**src/rtl/bcd_display_mux_pkg.sv**
```systemverilog
// rtl/bcd_display_mux_pkg.sv - shared segment patterns and scan digit encodings
// Purpose: constants shared by the display mux top and its segment decoder.
// Segment patterns are active-high, bit order {g,f,e,d,c,b,a}.
package bcd_display_mux_pkg;

  localparam logic [6:0] SEG_0    = 7'h3F;
  localparam logic [6:0] SEG_1    = 7'h06;
  localparam logic [6:0] SEG_2    = 7'h5B;
  localparam logic [6:0] SEG_3    = 7'h4F;
  localparam logic [6:0] SEG_4    = 7'h66;
  localparam logic [6:0] SEG_5    = 7'h6D;
  localparam logic [6:0] SEG_6    = 7'h7D;
  localparam logic [6:0] SEG_7    = 7'h07;
  localparam logic [6:0] SEG_8    = 7'h7F;
  localparam logic [6:0] SEG_9    = 7'h6F;
  localparam logic [6:0] SEG_DASH = 7'h40;
  localparam logic [6:0] SEG_OFF  = 7'h00;

  typedef enum logic [1:0] {
    DIG_ONES     = 2'd0,
    DIG_TENS     = 2'd1,
    DIG_HUNDREDS = 2'd2
  } dig_e;

endpackage

```
**src/rtl/bcd_to_7seg.sv**
```systemverilog
// rtl/bcd_to_7seg.sv - combinational BCD to seven-segment decoder
// Purpose: maps one BCD digit to an active-high segment pattern.
// Ports:
//   i_bcd   in  4  BCD digit; 10-15 decode to a dash
//   i_blank in  1  force all segments off
//   o_seg   out 7  active-high segments {g,f,e,d,c,b,a}
module bcd_to_7seg
  import bcd_display_mux_pkg::*;
(
  input  logic [3:0] i_bcd,
  input  logic       i_blank,
  output logic [6:0] o_seg
);

  always_comb begin
    o_seg = SEG_DASH;
    if (i_blank) begin
      o_seg = SEG_OFF;
    end else begin
      case (i_bcd)
        4'd0:    o_seg = SEG_0;
        4'd1:    o_seg = SEG_1;
        4'd2:    o_seg = SEG_2;
        4'd3:    o_seg = SEG_3;
        4'd4:    o_seg = SEG_4;
        4'd5:    o_seg = SEG_5;
        4'd6:    o_seg = SEG_6;
        4'd7:    o_seg = SEG_7;
        4'd8:    o_seg = SEG_8;
        4'd9:    o_seg = SEG_9;
        default: o_seg = SEG_DASH;
      endcase
    end
  end

endmodule

```
**src/rtl/bcd_display_mux.sv**
```systemverilog
// rtl/bcd_display_mux.sv - 3-digit time-multiplexed seven-segment driver
// Purpose: snapshots ones/tens/hundreds once per scan frame, scans one digit
// per dwell period with a leading anode-off gap, blanks leading zeros.
// Ports:
//   i_clk       in  1  clock, rising edge
//   i_reset     in  1  asynchronous active-high reset
//   i_ones      in  4  BCD ones digit
//   i_tens      in  4  BCD tens digit
//   i_hundreds  in  4  BCD hundreds digit
//   o_seg       out 7  segments {g,f,e,d,c,b,a}, polarity per SEG_ACTIVE_LOW
//   o_an        out 3  one-hot {hundreds,tens,ones}, polarity per AN_ACTIVE_LOW
//   o_frame     out 1  one-cycle pulse in the cycle a new snapshot is held
module bcd_display_mux
  import bcd_display_mux_pkg::*;
#(
  parameter int DWELL_CYCLES   = 50000,
  parameter int BLANK_CYCLES   = 16,
  parameter bit SEG_ACTIVE_LOW = 1'b1,
  parameter bit AN_ACTIVE_LOW  = 1'b1,
  parameter bit LZ_BLANK       = 1'b1
) (
  input  logic       i_clk,
  input  logic       i_reset,
  input  logic [3:0] i_ones,
  input  logic [3:0] i_tens,
  input  logic [3:0] i_hundreds,
  output logic [6:0] o_seg,
  output logic [2:0] o_an,
  output logic       o_frame
);

  // Prescaler is at least one bit wide so DWELL_CYCLES==1 stays legal.
  localparam int             PW         = (DWELL_CYCLES > 1) ? $clog2(DWELL_CYCLES) : 1;
  localparam logic [PW-1:0]  PRESC_LAST = PW'(DWELL_CYCLES - 1);
  localparam logic [PW-1:0]  BLANK_END  = PW'(BLANK_CYCLES);
  localparam logic [2:0]     AN_OFF     = AN_ACTIVE_LOW  ? 3'b111  : 3'b000;
  localparam logic [6:0]     SEG_DARK   = SEG_ACTIVE_LOW ? 7'h7F   : 7'h00;

  logic [PW-1:0] r_presc;
  dig_e          r_state;
  dig_e          w_state_nxt;
  logic [3:0]    r_snap_ones;
  logic [3:0]    r_snap_tens;
  logic [3:0]    r_snap_hund;
  logic [6:0]    r_seg;
  logic [2:0]    r_an;
  logic          r_frame;

  logic          w_wrap;
  logic          w_in_gap;
  logic          w_snap_take;
  logic [3:0]    w_digit;
  logic          w_lz;
  logic [2:0]    w_an_sel;
  logic [6:0]    w_seg_hi;

  assign w_wrap      = (r_presc == PRESC_LAST);
  assign w_in_gap    = (r_presc < BLANK_END);
  // The wrap leaving HUNDREDS starts a new frame: capture the counter there.
  assign w_snap_take = w_wrap && (r_state == DIG_HUNDREDS);

  always_ff @(posedge i_clk or posedge i_reset) begin
    if (i_reset) begin
      r_presc <= '0;
    end else if (w_wrap) begin
      r_presc <= '0;
    end else begin
      r_presc <= r_presc + PW'(1);
    end
  end

  always_ff @(posedge i_clk or posedge i_reset) begin
    if (i_reset) begin
      r_state <= DIG_ONES;
    end else begin
      r_state <= w_state_nxt;
    end
  end

  // Next digit plus the selected digit's value, blanking and anode.
  // Illegal encodings behave as ONES.
  always_comb begin
    w_state_nxt = DIG_ONES;
    w_digit     = r_snap_ones;
    w_lz        = 1'b0;
    w_an_sel    = 3'b001;
    case (r_state)
      DIG_ONES: begin
        w_state_nxt = w_wrap ? DIG_TENS : DIG_ONES;
      end
      DIG_TENS: begin
        w_state_nxt = w_wrap ? DIG_HUNDREDS : DIG_TENS;
        w_digit     = r_snap_tens;
        w_lz        = LZ_BLANK && (r_snap_hund == 4'd0) && (r_snap_tens == 4'd0);
        w_an_sel    = 3'b010;
      end
      DIG_HUNDREDS: begin
        w_state_nxt = w_wrap ? DIG_ONES : DIG_HUNDREDS;
        w_digit     = r_snap_hund;
        w_lz        = LZ_BLANK && (r_snap_hund == 4'd0);
        w_an_sel    = 3'b100;
      end
      default: begin
        w_state_nxt = DIG_ONES;
      end
    endcase
  end

  always_ff @(posedge i_clk or posedge i_reset) begin
    if (i_reset) begin
      r_snap_ones <= 4'd0;
      r_snap_tens <= 4'd0;
      r_snap_hund <= 4'd0;
      r_frame     <= 1'b0;
    end else begin
      r_frame <= w_snap_take;
      if (w_snap_take) begin
        r_snap_ones <= i_ones;
        r_snap_tens <= i_tens;
        r_snap_hund <= i_hundreds;
      end
    end
  end

  bcd_to_7seg u_dec (
    .i_bcd   (w_digit),
    .i_blank (w_lz),
    .o_seg   (w_seg_hi)
  );

  // Segments carry the new digit even during the anode-off gap.
  always_ff @(posedge i_clk or posedge i_reset) begin
    if (i_reset) begin
      r_an  <= AN_OFF;
      r_seg <= SEG_DARK;
    end else begin
      r_an  <= w_in_gap ? AN_OFF : (AN_ACTIVE_LOW ? ~w_an_sel : w_an_sel);
      r_seg <= SEG_ACTIVE_LOW ? ~w_seg_hi : w_seg_hi;
    end
  end

  assign o_seg   = r_seg;
  assign o_an    = r_an;
  assign o_frame = r_frame;

endmodule

```
**config.mk**
```make
export PLATFORM = sky130hd
export DESIGN_NAME = bcd_display_mux
export DESIGN_NICKNAME = d
export VERILOG_FILES = /design/src/rtl/bcd_display_mux_pkg.sv /design/src/rtl/bcd_to_7seg.sv /design/src/rtl/bcd_display_mux.sv
export SDC_FILE = /design/constraint.sdc
export NUM_CORES = 1
export LEC_CHECK = 0
export ABC_AREA = 1
export BUFFER_PORTS_ARGS = -buffer_cell sky130_fd_sc_hd__buf_2
export CORE_AREA = 4 4 92 59
export CTS_CLUSTER_DIAMETER = 40
export DETAILED_ROUTE_END_ITERATION = 7
export DIE_AREA = 0 0 96 63
export GPL_TIMING_DRIVEN = 0
export PLACE_DENSITY = 0.76
export RECOVER_POWER = 50
export SLEW_MARGIN = 10
export SYNTH_ARGS = -nofsm -noshare
export SYNTH_HDL_FRONTEND = slang
export SYNTH_SLANG_ARGS = --single-unit
```
**constraint.sdc**
```tcl
create_clock -name i_clk -period 5.1 [get_ports i_clk]
set_input_delay 1.02 -clock i_clk [delete_from_list [all_inputs] [get_ports i_clk]]
set_output_delay 1.02 -clock i_clk [all_outputs]
set_load 0.01 [all_outputs]
```
==> flow_summary.html, run 1 <==
<table>
<tr><th>Metric</th><th>Value</th></tr>
<tr><th colspan="2">Outcome</th></tr>
<tr><td>Run status</td><td>complete, but fails checks</td></tr>
<tr><td>Violated checks</td><td>capacitance limit, slew limit</td></tr>
<tr><th colspan="2">Timing</th></tr>
<tr><td>Final max-slew violation count</td><td>32</td></tr>
<tr><td>Setup Skew</td><td>~0.0068 ns</td></tr>
<tr><td>Hold Violations, Final</td><td>0</td></tr>
<tr><td>Achievable Freq</td><td>about 400 MHz</td></tr>
<tr><td>Fraction of the cycle the final worst path needs</td><td>between 40% and 50%</td></tr>
<tr><td>Minimum hold slack</td><td>~0.48 ns</td></tr>
<tr><td>Accumulated negative setup slack</td><td>0 ns</td></tr>
<tr><td>Worst-case headroom to the max-slew limit</td><td>-4.404%</td></tr>
<tr><td>Unrepaired setup endpoints after global routing</td><td>false</td></tr>
<tr><td>Count of final setup violators</td><td>0</td></tr>
<tr><td>Transition time at the pin with the least slew margin</td><td>1.566 ns</td></tr>
<tr><td>Final critical delay including setup and external delays</td><td>2.485 ns</td></tr>
<tr><th colspan="2">GRT</th></tr>
<tr><td>Number of antenna violations at the first check in global routing</td><td>0</td></tr>
<tr><td>Global-route usage over all layers</td><td>between 10% and 20%</td></tr>
<tr><td>Via count of the first global-routing pass</td><td>1,711</td></tr>
<tr><td>Global-route wire length before repair</td><td>8.190 mm</td></tr>
<tr><td>Largest net degree at the start of global routing</td><td>32</td></tr>
<tr><td>Overflow left after global routing</td><td>0</td></tr>
<tr><th colspan="2">Floorplanning</th></tr>
<tr><td>Initial core utilization</td><td>about 50%</td></tr>
<tr><td>Standard-cell row count</td><td>19</td></tr>
<tr><td>Area of the placeable core</td><td>4541 um^2</td></tr>
<tr><td>Horizontal extent of the die</td><td>between 90 and 100 um</td></tr>
<tr><td>Top-Level Pins</td><td>25</td></tr>
<tr><td>Total Die Area</td><td>between 6000 and 7000 um^2</td></tr>
<tr><td>Vertical extent of the die</td><td>63 um</td></tr>
<tr><th colspan="2">Power</th></tr>
<tr><td>Leak pwr</td><td>1.236 nW</td></tr>
<tr><td>IR Drop Worst-Case VDD</td><td>117.2 uV</td></tr>
<tr><td>Power per standard cell area</td><td>~210 nW/um^2</td></tr>
<tr><th colspan="2">Clocking</th></tr>
<tr><td>CTS Buf Count</td><td>5</td></tr>
<tr><td>Setup fix buffers added after clock tree synthesis</td><td>0</td></tr>
<tr><td>Cells resized by post-CTS repair</td><td>0</td></tr>
<tr><td>Clock Sinks</td><td>a little over 40</td></tr>
<tr><td>Source-to-sink clock delay at the later pin of the worst-skew pair</td><td>a little under 0.3 ns</td></tr>
<tr><td>Clock transition at the registers of the reported paths</td><td>about 0.080 ns</td></tr>
<tr><td>Maximum buffer depth of the clock tree</td><td>2</td></tr>
<tr><td>Clock tree from TritonCTS</td><td>built</td></tr>
<tr><td>Htree depth</td><td>2</td></tr>
<tr><td>Clock tree root driver cell</td><td>clkbuf_8</td></tr>
<tr><td>Number of buffers inserted for hold repair after clock tree synthesis</td><td>0</td></tr>
<tr><th colspan="2">Route</th></tr>
<tr><td>Total number of vias</td><td>~1,900</td></tr>
<tr><td>Vias/cell</td><td>4.934</td></tr>
<tr><td>DR iter-0 viols</td><td>between 150 and 200</td></tr>
<tr><td>Number of detailed-routing iterations run before antenna repair</td><td>4</td></tr>
<tr><td>Post-Route WL</td><td>between 4 and 5 mm</td></tr>
<tr><td>Routed WL per cell</td><td>approximately 12 um</td></tr>
<tr><td>Remaining antenna violation count after routing</td><td>0</td></tr>
<tr><td>Total DRC errors in the routed layout</td><td>0</td></tr>
<tr><th colspan="2">Synth</th></tr>
<tr><td>Cell area after technology mapping</td><td>~2200 um^2</td></tr>
<tr><td>Share of synthesized area occupied by flip-flops and latches</td><td>46.19%</td></tr>
<tr><td>Number of enable flip-flop cells after synthesis</td><td>0</td></tr>
<tr><td>Async SR Flop Fraction</td><td>100.0%</td></tr>
<tr><td>Most numerous cell types in the synthesized netlist</td><td>nand2_1, inv_1, nor2_1, dfrtp_1, nand3_1</td></tr>
<tr><td>Mean cell area of the mapped netlist</td><td>between 8 and 9 um^2</td></tr>
<tr><td>Post-synthesis net count</td><td>305</td></tr>
<tr><td>Post-synth top area share</td><td>roughly 35%</td></tr>
<tr><td>Largest cells by area after synthesis</td><td>dfrtp_1, nand2_1, dfstp_2</td></tr>
<tr><td>Warnings, synthesis</td><td>0</td></tr>
<tr><td>Number of instances in the synthesized netlist</td><td>281</td></tr>
<tr><td>Yosys top cell by area</td><td>dfrtp_1</td></tr>
<tr><td>Post-synthesis register bit count</td><td>41</td></tr>
<tr><td>Count of distinct cell types in the synthesized netlist</td><td>23</td></tr>
<tr><td>Commonest register cell after synthesis</td><td>dfrtp_1</td></tr>
<tr><td>Library cell with the highest instance count after synthesis</td><td>nand2_1</td></tr>
<tr><th colspan="2">Placed design</th></tr>
<tr><td>Final Wtd Congestion</td><td>between 0.9 and 1</td></tr>
<tr><td>Dpl hpwl</td><td>~3.6 mm</td></tr>
<tr><td>Input/output buffers</td><td>24</td></tr>
<tr><td>Cell count after placement</td><td>approximately 370</td></tr>
<tr><th colspan="2">Final layout</th></tr>
<tr><td>Layout cell share with drive strength beyond 1</td><td>a little under a fifth</td></tr>
<tr><td>Final Instance Count excl. Fillers</td><td>roughly 380</td></tr>
<tr><td>Post-synthesis to final-layout area growth</td><td>12.69%</td></tr>
<tr><td>FILL cells</td><td>approximately 430</td></tr>
<tr><td>Area of combinational cells with multiple inputs</td><td>roughly 1000 um^2</td></tr>
<tr><td>Register area</td><td>approximately 1000 um^2</td></tr>
<tr><td>Number of nets in the finished design</td><td>337</td></tr>
<tr><td>Ant diodes</td><td>0</td></tr>
<tr><th colspan="2">Setup path</th></tr>
<tr><td>Type of element launching the critical path</td><td>primary input</td></tr>
<tr><td>Family with the most delay on the worst path</td><td>buffers and inverters</td></tr>
<tr><td>Class of the most critical setup path</td><td>in2async</td></tr>
<tr><td>Slowest cell delay on critical path</td><td>between 1 and 1.5 ns</td></tr>
<tr><td>Required time at the worst-slack endpoint</td><td>~5.2 ns</td></tr>
<tr><td>Slowest-stage cell, CP</td><td>clkbuf_1</td></tr>
<tr><td>Data arrival at the endpoint of the critical path</td><td>2.61 ns</td></tr>
<tr><td>Maximum fanout along the worst path</td><td>31</td></tr>
<tr><td>Critical Path, Cell by Cell</td><td>buf_2, inv_1, clkbuf_1</td></tr>
<tr><td>Type of element capturing the critical path</td><td>asynchronous set/reset pin</td></tr>
<tr><td>Flop-to-flop setup slack</td><td>about 3.0 ns</td></tr>
<tr><td>Buffer and inverter count on the worst path</td><td>3</td></tr>
<tr><th colspan="2">Worst hold path</th></tr>
<tr><td>Hold Path Class</td><td>reg2reg</td></tr>
<tr><th colspan="2">Run</th></tr>
<tr><td>Max-capacitance violation count</td><td>1</td></tr>
</table>
-- layer usage --
layer  GRT usage (%)  routed length, um
met5               0                  0
met4           6.028                 57
met3           5.054                381
met2           23.04               1863
met1           27.22               2367
-- placed cells by master, fill, tap and decap left out --
| cell type | count |
|---|---|
| nand2_2 | 2 |
| buf_4 | 2 |
| buf_6 | 1 |
| ha_1 | 10 |
| dfstp_2 | 10 |
| nand3_1 | 30 |
| nor2_1 | 32 |
| nor2_8 | 1 |
| a21oi_1 | 3 |
| nand4_2 | 1 |
| o21ai_0 | 6 |
| inv_1 | 32 |
| buf_2 | 27 |
| nand3_4 | 1 |
| inv_2 | 1 |
| nor2_4 | 3 |
| nand2_1 | 83 |
| clkbuf_1 | 2 |
| nor3_1 | 3 |
| o21bai_1 | 1 |
| xor2_1 | 7 |
| clkbuf_8 | 5 |
| nand4_1 | 14 |
| dfrtp_1 | 31 |
| or2_2 | 4 |
| clkinv_2 | 2 |
-- layout make-up --
class | instances | area share, %
flip-flops and latches | 41 | 40.99
clock inverters | 2 | 0.3951
repair buffers | 25 | 4.889
well taps | 63 | 3.111
multi-input cells | 201 | 41.23
inverters | 33 | 4.889
plain buffers | 6 | 1.630
clock buffers | 6 | 2.864
-- power by group --
group          internal [mW]  switching, mW
Sequential             0.325              0
Clock                 0.0948          0.107
Combinational        0.00361        0.00718
-- flip-flops by register name, summed over array words and instances (netlist names) --
| register | cells |
|---|---|
| o_frame | 1 |
| r_state | 2 |
| r_snap_hund | 4 |
| o_an | 3 |
| r_snap_tens | 4 |
| r_snap_ones | 4 |
| o_seg | 7 |
| r_presc | 16 |
-- logic make-up (layout without fill, tap and decap cells) --
| kind of cell | after synthesis | after routing | share of synthesized area [%] |
|---|---|---|---|
| and+or+nand+nor | 174 | 174 | 35.84 |
| DFF | 41 | 41 | 46.19 |
| buffers and inverters | 39 | 72 | 7.345 |
| adders and majority gates | 10 | 10 | 5.565 |
| AOI/OAI and AO/OA | 10 | 10 | 2.337 |
| xor gates and xnor gates | 7 | 7 | 2.727 |
-- tightest hold or removal path: cells and delay by family, from the launching register on --
kind	cells	cell delay [ns]
simple gates	2	0.10
flops	1	0.35
-- per-stage QoR --
| stage | utilization [%] | worst slack (ns) | power, mW | area, um^2 |
|---|---|---|---|---|
| after detailed placement | 54.34 | 2.993 | 0.3445 | 2467 |
| after global routing | 55.80 | 2.140 | 0.5605 | 2534 |
| after floorplan | - | 3.151 | 0.3360 | 2248 |
| final | 55.80 | 2.615 | 0.5382 | 2534 |
| after global placement | 53.90 | 2.616 | 0.3425 | 2447 |
| after CTS | 56.16 | 2.964 | 0.5470 | 2550 |
-- worst paths after layout --
path,startpoint,to,cells past startpoint
setup / recovery,i_reset,r_presc[7]$_DFF_PP0_,3
hold / removal,r_snap_ones[2]$_DFFE_PP0P_,r_snap_ones[2]$_DFFE_PP0P_,2
min in group asynchronous,i_reset,r_presc[14]$_DFF_PP0_,2
setup reg to reg,r_state[0]$_DFF_PP0_,o_seg[3]$_DFF_PP1_,10
hold reg to reg,r_snap_ones[2]$_DFFE_PP0P_,r_snap_ones[2]$_DFFE_PP0P_,2
max in group i_clk,r_state[0]$_DFF_PP0_,o_seg[3]$_DFF_PP1_,10
Note: power is estimated with default switching activity, not from simulation.
==> run 2: changes to the inputs <==
--- a/config.mk
+++ b/config.mk
@@ -5,12 +5,12 @@
 export SDC_FILE = /design/constraint.sdc
 export NUM_CORES = 1
 export LEC_CHECK = 0
-export ABC_AREA = 1
+export ABC_AREA = 0
 export BUFFER_PORTS_ARGS = -buffer_cell sky130_fd_sc_hd__buf_2
-export CORE_AREA = 4 4 92 59
+export CORE_AREA = 4 4 88 57
 export CTS_CLUSTER_DIAMETER = 40
 export DETAILED_ROUTE_END_ITERATION = 7
-export DIE_AREA = 0 0 96 63
+export DIE_AREA = 0 0 92 61
 export GPL_TIMING_DRIVEN = 0
 export PLACE_DENSITY = 0.76
 export RECOVER_POWER = 50
==> constraint.sdc (replaced) <==
create_clock -name i_clk -period 2.5 [get_ports i_clk]
set_input_delay 0.5 -clock i_clk [delete_from_list [all_inputs] [get_ports i_clk]]
set_output_delay 0.5 -clock i_clk [all_outputs]
set_load 0.01 [all_outputs]
==> run 2 against run 1 <==
  * The flow now finishes without violations
  * Utilization rose by 1.0 points
  * Sequential share of layout area rose by 3.6 points
  * Area after synthesis fell by 8.7%
  * Routed wire length fell by 17%
  * Register-to-register slack got worse by 2.7 ns
  * Via count fell by 22%
  * Die area fell by 7.2%
  * Clock skew fell by 0.0021 ns
  * Critical path depth rose by 7
  * Sequential cell count did not move
  * Synthesized cell count fell by 37%
  * Largest power group unchanged
  * Highest routed layer unchanged
==> flow_summary.html, run 2 <==
<table>
<tr><th>Metric</th><th>Value</th></tr>
<tr><th colspan="2">Outcome</th></tr>
<tr><td>Run status</td><td>completed</td></tr>
<tr><th colspan="2">Route</th></tr>
<tr><td>Remaining antenna violation count after routing</td><td>0</td></tr>
<tr><td>DR iter-0 viols</td><td>roughly 120</td></tr>
<tr><td>Total DRC errors in the routed layout</td><td>0</td></tr>
<tr><td>Total number of vias</td><td>~1,500</td></tr>
<tr><td>Number of detailed-routing iterations run before antenna repair</td><td>4</td></tr>
<tr><td>Vias/cell</td><td>5.405</td></tr>
<tr><td>Routed WL per cell</td><td>between 10 and 15 um</td></tr>
<tr><td>Post-Route WL</td><td>~3.9 mm</td></tr>
<tr><th colspan="2">Clocking</th></tr>
<tr><td>Clock tree from TritonCTS</td><td>built</td></tr>
<tr><td>CTS Buf Count</td><td>5</td></tr>
<tr><td>Source-to-sink clock delay at the later pin of the worst-skew pair</td><td>between 0.2 and 0.3 ns</td></tr>
<tr><td>Maximum buffer depth of the clock tree</td><td>2</td></tr>
<tr><td>Number of buffers inserted for hold repair after clock tree synthesis</td><td>0</td></tr>
<tr><td>Clock tree root driver cell</td><td>clkbuf_8</td></tr>
<tr><td>Clock Sinks</td><td>41</td></tr>
<tr><td>Clock transition at the registers of the reported paths</td><td>~0.08 ns</td></tr>
<tr><td>Htree depth</td><td>2</td></tr>
<tr><th colspan="2">Synth</th></tr>
<tr><td>Mean cell area of the mapped netlist</td><td>about 12 um^2</td></tr>
<tr><td>Async SR Flop Fraction</td><td>between 90% and 100%</td></tr>
<tr><td>Commonest register cell after synthesis</td><td>dfrtp_1</td></tr>
<tr><td>Cell area after technology mapping</td><td>2052 um^2</td></tr>
<tr><td>Warnings, synthesis</td><td>0</td></tr>
<tr><td>Yosys top cell by area</td><td>dfrtp_1</td></tr>
<tr><td>Post-synthesis register bit count</td><td>slightly above 40</td></tr>
<tr><td>Largest cells by area after synthesis</td><td>dfrtp_1, dfstp_2, mux2_4</td></tr>
<tr><td>Share of synthesized area occupied by flip-flops and latches</td><td>between 50% and 60%</td></tr>
<tr><td>Number of instances in the synthesized netlist</td><td>177</td></tr>
<tr><td>Post-synth top area share</td><td>between 30% and 40%</td></tr>
<tr><td>Number of enable flip-flop cells after synthesis</td><td>0</td></tr>
<tr><td>Post-synthesis net count</td><td>approximately 200</td></tr>
<tr><td>Count of distinct cell types in the synthesized netlist</td><td>39</td></tr>
<tr><td>Library cell with the highest instance count after synthesis</td><td>dfrtp_1</td></tr>
<tr><td>Most numerous cell types in the synthesized netlist</td><td>dfrtp_1, nor2_1</td></tr>
<tr><th colspan="2">Floorplanning</th></tr>
<tr><td>Area of the placeable core</td><td>about 4100 um^2</td></tr>
<tr><td>Top-Level Pins</td><td>25</td></tr>
<tr><td>Initial core utilization</td><td>50.06%</td></tr>
<tr><td>Vertical extent of the die</td><td>61 um</td></tr>
<tr><td>Horizontal extent of the die</td><td>between 90 and 100 um</td></tr>
<tr><td>Total Die Area</td><td>around 5600 um^2</td></tr>
<tr><td>Standard-cell row count</td><td>18</td></tr>
<tr><th colspan="2">Placed design</th></tr>
<tr><td>Input/output buffers</td><td>24</td></tr>
<tr><td>Final Wtd Congestion</td><td>between 0.7 and 0.8</td></tr>
<tr><td>Cell count after placement</td><td>262</td></tr>
<tr><td>Dpl hpwl</td><td>~2.9 mm</td></tr>
<tr><td>Worst slack at placement</td><td>0.07510 ns</td></tr>
<tr><th colspan="2">Power</th></tr>
<tr><td>Reported net switching power</td><td>0.2797 mW</td></tr>
<tr><td>Sequential group share of total power</td><td>about three fifths</td></tr>
<tr><td>Power per standard cell area</td><td>just over 500 nW/um^2</td></tr>
<tr><td>Switching Share</td><td>around a quarter</td></tr>
<tr><td>Gate power share</td><td>approximately 7.1%</td></tr>
<tr><td>Clock group share of total power</td><td>34.8%</td></tr>
<tr><td>Internal power component</td><td>about 0.92 mW</td></tr>
<tr><td>IR Drop Worst-Case VDD</td><td>299.9 uV</td></tr>
<tr><td>Leak pwr</td><td>around 1.1 nW</td></tr>
<tr><th colspan="2">Final layout</th></tr>
<tr><td>Most frequent standard cell in the layout excluding fill and tap cells</td><td>dfrtp_1</td></tr>
<tr><td>Number of nets in the finished design</td><td>about 230</td></tr>
<tr><td>Reg with most FFs</td><td>r_presc</td></tr>
<tr><td>Post-synthesis to final-layout area growth</td><td>13.48%</td></tr>
<tr><td>Util after Layout</td><td>a little under three fifths</td></tr>
<tr><td>FILL cells</td><td>between 300 and 400</td></tr>
<tr><td>Highest-count cells in the layout ignoring fill and taps</td><td>dfrtp_1, buf_2, nor2_1</td></tr>
<tr><td>Layout cell share with drive strength beyond 1</td><td>around 30%</td></tr>
<tr><td>Number of flip-flops in the largest register</td><td>16</td></tr>
<tr><td>Ant diodes</td><td>0</td></tr>
<tr><td>Final Instance Count excl. Fillers</td><td>269</td></tr>
<tr><th colspan="2">Timing</th></tr>
<tr><td>Unrepaired setup endpoints after global routing</td><td>false</td></tr>
<tr><td>Final critical delay including setup and external delays</td><td>2.238 ns</td></tr>
<tr><td>Final setup margin</td><td>0.2619 ns</td></tr>
<tr><td>Hold Violations, Final</td><td>0</td></tr>
<tr><td>Transition time at the pin with the least slew margin</td><td>1.331 ns</td></tr>
<tr><td>Fraction of the cycle the final worst path needs</td><td>89.53%</td></tr>
<tr><td>Count of final setup violators</td><td>0</td></tr>
<tr><td>Worst-case headroom to the max-slew limit</td><td>11.29%</td></tr>
<tr><td>Achievable Freq</td><td>446.8 MHz</td></tr>
<tr><td>Final max-slew violation count</td><td>0</td></tr>
<tr><td>Setup Skew</td><td>between 0.004 and 0.005 ns</td></tr>
<tr><td>Accumulated negative setup slack</td><td>0 ns</td></tr>
<tr><th colspan="2">Worst hold path</th></tr>
<tr><td>Hold Path Class</td><td>in2async</td></tr>
<tr><th colspan="2">GRT</th></tr>
<tr><td>Largest net degree at the start of global routing</td><td>32</td></tr>
<tr><td>Global-route usage over all layers</td><td>15.32%</td></tr>
<tr><td>Overflow left after global routing</td><td>0</td></tr>
<tr><td>Via count of the first global-routing pass</td><td>around 1,300</td></tr>
<tr><td>Global-route wire length before repair</td><td>~6.5 mm</td></tr>
<tr><td>Number of antenna violations at the first check in global routing</td><td>0</td></tr>
<tr><th colspan="2">Setup path</th></tr>
<tr><td>Start of the worst register-to-register path</td><td>r_state[1]$_DFF_PP0_</td></tr>
<tr><td>FF-to-FF path depth</td><td>10</td></tr>
<tr><td>Slowest cell delay on critical path</td><td>approximately 0.40 ns</td></tr>
<tr><td>Family with the most delay on the worst path</td><td>compound AO/OA/AOI/OAI gates</td></tr>
<tr><td>Critical Path, Cell by Cell</td><td>inv_1, ha_1, clkbuf_1, a22oi_1, a21oi_1, inv_1, ha_1, a211oi_1, a211oi_1, o21ai_0</td></tr>
<tr><td>Required time at the worst-slack endpoint</td><td>approximately 2.7 ns</td></tr>
<tr><td>FF-to-FF End</td><td>o_seg[4]$_DFF_PP1_</td></tr>
<tr><td>Data arrival at the endpoint of the critical path</td><td>between 2 and 2.5 ns</td></tr>
<tr><td>End point of the critical path</td><td>o_seg[4]$_DFF_PP1_</td></tr>
<tr><td>Class of the most critical setup path</td><td>reg2reg</td></tr>
<tr><td>Slowest-stage cell, CP</td><td>dfrtp_1</td></tr>
<tr><td>Instance count on the critical path</td><td>10</td></tr>
<tr><td>Type of element capturing the critical path</td><td>register</td></tr>
<tr><td>Type of element launching the critical path</td><td>register</td></tr>
<tr><td>Startpoint of the most critical setup path</td><td>r_state[1]$_DFF_PP0_</td></tr>
<tr><td>Maximum fanout along the worst path</td><td>8</td></tr>
<tr><td>Buffer and inverter count on the worst path</td><td>3</td></tr>
<tr><td>Flop-to-flop setup slack</td><td>~0.26 ns</td></tr>
<tr><th colspan="2">Run</th></tr>
<tr><td>Max-capacitance violation count</td><td>0</td></tr>
</table>
==> run 2: cell count changes after synthesis, moves of 5 or more <==
cell,delta
and3_1,+8
nand2_1,-77
nand3_1,-25
inv_1,-22
nor2_1,-19
nand4_1,-10
o211ai_1,+5
mux2_4,+10
==> run 2: metal layers <==
metal	GRT usage, %	wire length [um]
met1	23.77	2072
met2	19.50	1485
met4	6.977	47
met3	4.089	274
met5	0	0
==> run 2: logic make-up (layout without fill, tap and decap cells) <==
group | after synthesis | in the layout | share of synthesized area [%]
buf+inv | 18 | 50 | 4.146
compound gates | 29 | 29 | 9.147
simple gates | 52 | 52 | 14.94
fa+ha+maj | 10 | 10 | 6.098
mux | 16 | 16 | 10.37
flops | 41 | 41 | 50.61
xor+xnor | 11 | 11 | 4.695
==> run 2: how the worst min path moves through the flow <==
| stage | endpoint | slack, ns | cells past startpoint |
|---|---|---|---|
| finish | r_snap_ones[3]$_DFFE_PP0P_ | 0.18 | 2 |
| global route | r_snap_ones[3]$_DFFE_PP0P_ | 0.21 | 2 |
| CTS | r_snap_ones[3]$_DFFE_PP0P_ | 0.12 | 2 |
| detailed placement | r_snap_ones[3]$_DFFE_PP0P_ | 0.45 | 2 |
| global placement | r_presc[0]$_DFF_PP0_ | 0.45 | 1 |
| floorplan | r_presc[0]$_DFF_PP0_ | 0.43 | 1 |
==> run 2: timing repair <==
action	in CTS	in global routing
setup buffers	0	0
gates resized for setup	0	2
setup endpoints to repair	0	3
==> run 2: through the flow <==
stage          power (mW)  hold slack [ns]  area [um^2]
5_1_grt             1.248           0.2096         2328
2_1_floorplan      0.7638           0.4251         2052
3_5_place_dp       0.7999           0.4456         2267
3_3_place_gp       0.7934           0.4453         2247
6_report            1.202           0.1781         2328
4_1_cts             1.217           0.1220         2350
==> run 2: area by class of cell <==
| class | count | area (um^2) | share of cell area [%] |
|---|---|---|---|
| buffer | 7 | 43.79 | 1.881 |
| clock buffer | 6 | 72.57 | 3.117 |
| clock inverter | 2 | 10.01 | 0.4299 |
| inverter | 10 | 37.54 | 1.612 |
| multi-input combinational | 118 | 919.6 | 39.49 |
| sequential | 41 | 1039 | 44.60 |
| tap | 60 | 75.07 | 3.224 |
| timing repair buffer | 25 | 131.4 | 5.642 |
==> run 2: worst reg2reg max path: cells and delay by family (launching register included) <==
family / cells / cell delay, ns
compound gates: 5 / 0.87
buf+inv: 3 / 0.52
flops: 1 / 0.40
fa+ha+maj: 2 / 0.37
==> run 2: power groups by stage <==
stage                     combinational (mW)  sequential, mW  clock (mW)
final                                 0.0853           0.699       0.418
after global routing                  0.0968           0.701       0.450
after CTS                             0.0895           0.698       0.429
after detailed placement              0.0892           0.711           0
after global placement                0.0831           0.710           0
after floorplan                       0.0494           0.714           0
==> run 3: changes to the inputs <==
--- a/config.mk
+++ b/config.mk
@@ -8,6 +8,7 @@
 export ABC_AREA = 0
 export BUFFER_PORTS_ARGS = -buffer_cell sky130_fd_sc_hd__buf_2
 export CORE_AREA = 4 4 88 57
+export CTS_BUF_LIST = sky130_fd_sc_hd__clkbuf_4
 export CTS_CLUSTER_DIAMETER = 40
 export DETAILED_ROUTE_END_ITERATION = 7
 export DIE_AREA = 0 0 92 61
==> run 3 against run 2 <==
  * The run now ends with capacitance limit, slew limit left
  * Final cell count unchanged
  * Routed wire length is 0.39% higher
  * Register-to-register slack lost 0.02 ns
  * Sequential share of layout area up 0.68 points
  * Combinational power decreased by 1%
  * Clock skew is 0.0052 ns higher
  * Worst hold slack worse by 0.075 ns
  * Power fell by 7.1%
  * Utilization shrank 0.85 points
  * Clock-buffer cell count unchanged
  * Sequential power hardly changed
  * Highest routed layer unchanged
==> flow_summary.html, run 3 (same netlist as run 2, synthesis figures left out) <==
<table>
<tr><th>Metric</th><th>Value</th></tr>
<tr><th colspan="2">Run</th></tr>
<tr><td>Max-capacitance violation count</td><td>1</td></tr>
<tr><th colspan="2">Route</th></tr>
<tr><td>Vias/cell</td><td>between 5 and 6</td></tr>
<tr><td>Post-Route WL</td><td>around 3.9 mm</td></tr>
<tr><td>Remaining antenna violation count after routing</td><td>0</td></tr>
<tr><td>Total number of vias</td><td>1,450</td></tr>
<tr><td>Total DRC errors in the routed layout</td><td>0</td></tr>
<tr><td>DR iter-0 viols</td><td>~100</td></tr>
<tr><td>Number of detailed-routing iterations run before antenna repair</td><td>4</td></tr>
<tr><td>Routed WL per cell</td><td>around 14 um</td></tr>
<tr><th colspan="2">Timing</th></tr>
<tr><td>Fraction of the cycle the final worst path needs</td><td>about nine tenths</td></tr>
<tr><td>Setup Skew</td><td>between 0.009 and 0.01 ns</td></tr>
<tr><td>Final max-slew violation count</td><td>32</td></tr>
<tr><td>Minimum hold slack</td><td>just over 0.1 ns</td></tr>
<tr><td>Hold Violations, Final</td><td>0</td></tr>
<tr><td>Worst-case headroom to the max-slew limit</td><td>-7.028%</td></tr>
<tr><td>Final critical delay including setup and external delays</td><td>2.254 ns</td></tr>
<tr><td>Count of final setup violators</td><td>0</td></tr>
<tr><td>Achievable Freq</td><td>about 440 MHz</td></tr>
<tr><td>Unrepaired setup endpoints after global routing</td><td>false</td></tr>
<tr><td>Accumulated negative setup slack</td><td>0 ns</td></tr>
<tr><td>Transition time at the pin with the least slew margin</td><td>1.605 ns</td></tr>
<tr><th colspan="2">Setup path</th></tr>
<tr><td>Required time at the worst-slack endpoint</td><td>between 2 and 3 ns</td></tr>
<tr><td>Startpoint of the most critical setup path</td><td>r_state[1]$_DFF_PP0_</td></tr>
<tr><td>Type of element capturing the critical path</td><td>register</td></tr>
<tr><td>Class of the most critical setup path</td><td>reg2reg</td></tr>
<tr><td>Maximum fanout along the worst path</td><td>8</td></tr>
<tr><td>Start of the worst register-to-register path</td><td>r_state[1]$_DFF_PP0_</td></tr>
<tr><td>Type of element launching the critical path</td><td>register</td></tr>
<tr><td>Data arrival at the endpoint of the critical path</td><td>2.55 ns</td></tr>
<tr><th colspan="2">Outcome</th></tr>
<tr><td>Run status</td><td>complete, but fails checks</td></tr>
<tr><td>Violated checks</td><td>capacitance limit, slew limit</td></tr>
<tr><th colspan="2">GRT</th></tr>
<tr><td>Via count of the first global-routing pass</td><td>about 1,400</td></tr>
<tr><td>Global-route usage over all layers</td><td>15.54%</td></tr>
<tr><td>Global-route wire length before repair</td><td>~6.7 mm</td></tr>
<tr><td>Top Usage Layer GRT</td><td>met1</td></tr>
<tr><td>GRT met3 Usage</td><td>4.461%</td></tr>
<tr><td>Global routing met2 resource utilization</td><td>19.81%</td></tr>
<tr><td>Number of antenna violations at the first check in global routing</td><td>0</td></tr>
<tr><td>Overflow left after global routing</td><td>0</td></tr>
<tr><td>Largest net degree at the start of global routing</td><td>32</td></tr>
<tr><td>GR met1 Demand/Resource</td><td>between 20% and 30%</td></tr>
<tr><th colspan="2">Power</th></tr>
<tr><td>Power per standard cell area</td><td>487.2 nW/um^2</td></tr>
<tr><td>IR Drop Worst-Case VDD</td><td>approximately 250 uV</td></tr>
<tr><td>Leak pwr</td><td>1.105 nW</td></tr>
<tr><th colspan="2">Final layout</th></tr>
<tr><td>Ant diodes</td><td>0</td></tr>
<tr><td>Number of flip-flops in the largest register</td><td>16</td></tr>
<tr><td>FILL cells</td><td>roughly 360</td></tr>
<tr><td>Highest-count cells in the layout ignoring fill and taps</td><td>dfrtp_1, buf_2, nor2_1</td></tr>
<tr><td>Layout cell share with drive strength beyond 1</td><td>a little under a third</td></tr>
<tr><td>Number of nets in the finished design</td><td>between 200 and 250</td></tr>
<tr><td>Register area</td><td>1039 um^2</td></tr>
<tr><td>Final Instance Count excl. Fillers</td><td>269</td></tr>
<tr><td>Post-synthesis to final-layout area growth</td><td>11.77%</td></tr>
<tr><td>Most frequent standard cell in the layout excluding fill and tap cells</td><td>dfrtp_1</td></tr>
<tr><td>Area of combinational cells with multiple inputs</td><td>919.6 um^2</td></tr>
<tr><td>Reg with most FFs</td><td>r_presc</td></tr>
<tr><th colspan="2">Floorplanning</th></tr>
<tr><td>Total Die Area</td><td>5612 um^2</td></tr>
<tr><td>Vertical extent of the die</td><td>a little over 60 um</td></tr>
<tr><td>Area of the placeable core</td><td>approximately 4100 um^2</td></tr>
<tr><td>Horizontal extent of the die</td><td>92 um</td></tr>
<tr><td>Standard-cell row count</td><td>18</td></tr>
<tr><td>Initial core utilization</td><td>roughly half</td></tr>
<tr><td>Top-Level Pins</td><td>25</td></tr>
<tr><th colspan="2">Placed design</th></tr>
<tr><td>Input/output buffers</td><td>24</td></tr>
<tr><td>Dpl hpwl</td><td>approximately 2.9 mm</td></tr>
<tr><td>Final Wtd Congestion</td><td>about 0.79</td></tr>
<tr><td>Cell count after placement</td><td>roughly 260</td></tr>
<tr><th colspan="2">Clocking</th></tr>
<tr><td>Htree depth</td><td>2</td></tr>
<tr><td>Setup fix buffers added after clock tree synthesis</td><td>0</td></tr>
<tr><td>CTS Buf Count</td><td>5</td></tr>
<tr><td>Maximum buffer depth of the clock tree</td><td>2</td></tr>
<tr><td>Clock Sinks</td><td>41</td></tr>
<tr><td>Source-to-sink clock delay at the later pin of the worst-skew pair</td><td>around 0.36 ns</td></tr>
<tr><td>Clock tree from TritonCTS</td><td>built</td></tr>
<tr><td>Clock transition at the registers of the reported paths</td><td>roughly 0.12 ns</td></tr>
<tr><td>Clock tree root driver cell</td><td>clkbuf_4</td></tr>
<tr><th colspan="2">Worst hold path</th></tr>
<tr><td>Hold Path Class</td><td>in2async</td></tr>
</table>
## run 3: cell types whose count changed in the layout (fill, tap and decap cells not counted)
cell	change
buf_2	+1
dlymetal6s4s_1	-1
clkbuf_8	-5
clkbuf_4	+6
clkbuf_1	-1
## run 3: worst max-delay path: stages, from the launching register on
cell and delay, ns:
dfrtp_1 0.42, inv_1 0.09, ha_1 0.14, clkbuf_1 0.29, a22oi_1 0.13, a21oi_1 0.33, inv_1 0.14, ha_1 0.23
a211oi_1 0.17, a211oi_1 0.06, o21ai_0 0.18
## run 3: stage by stage
step | worst slack [ns] | utilization [%] | cell area (um^2) | total power, mW
5_1_grt | 0.01020 | 55.95 | 2293 | 1.162
3_5_place_dp | 0.07510 | 55.31 | 2267 | 0.7999
4_1_cts | 0.03360 | 56.65 | 2322 | 1.127
3_3_place_gp | 0.1130 | 54.82 | 2247 | 0.7934
6_report | 0.2463 | 55.95 | 2293 | 1.117
2_1_floorplan | 0.4237 | - | 2052 | 0.7638
## run 3: worst paths after layout
path                                                    to  slack, ns  cells past startpoint
worst max-delay path                    o_seg[4]$_DFF_PP1_       0.25                     10
worst min-delay path            r_snap_ones[3]$_DFFE_PP0P_       0.10                      2
worst max register to register          o_seg[4]$_DFF_PP1_       0.25                     10
worst min register to register        r_presc[0]$_DFF_PP0_       0.48                      1
max in group asynchronous            r_presc[15]$_DFF_PP0_       0.56                      3
min in group i_clk              r_snap_ones[3]$_DFFE_PP0P_       0.36                      2
## run 3: power breakdown
group / internal (mW) / switching, mW / leakage [nW] / total [mW]
Sequential: 0.689 / 0.00949 / 0.496 / 0.699
Combinational: 0.0391 / 0.0453 / 0.574 / 0.0843
Clock: 0.118 / 0.216 / 0.0354 / 0.334
## run 3: cell type report
cell class / instances / share of cell area, %
well taps: 60 / 3.273
clock inverters: 2 / 0.4364
clock buffers: 6 / 1.964
flip-flops and latches: 41 / 45.28
inverters: 10 / 1.637
multi-input cells: 118 / 40.10
plain buffers: 7 / 1.909
repair buffers: 25 / 5.401
## run 3: routing by layer
layer	wire length, um	share of wire (%)	vias up
met1	2094	54	695
met3	241	6.2	4
met5	0	0	-
met4	50	1.3	0
met2	1509	39	51
li1	-	-	700
## run 3: repair_timing
action                     in CTS  in global routing
gates resized for setup         0                  2
setup endpoints to repair       0                  3
hold buffers                    0                  0
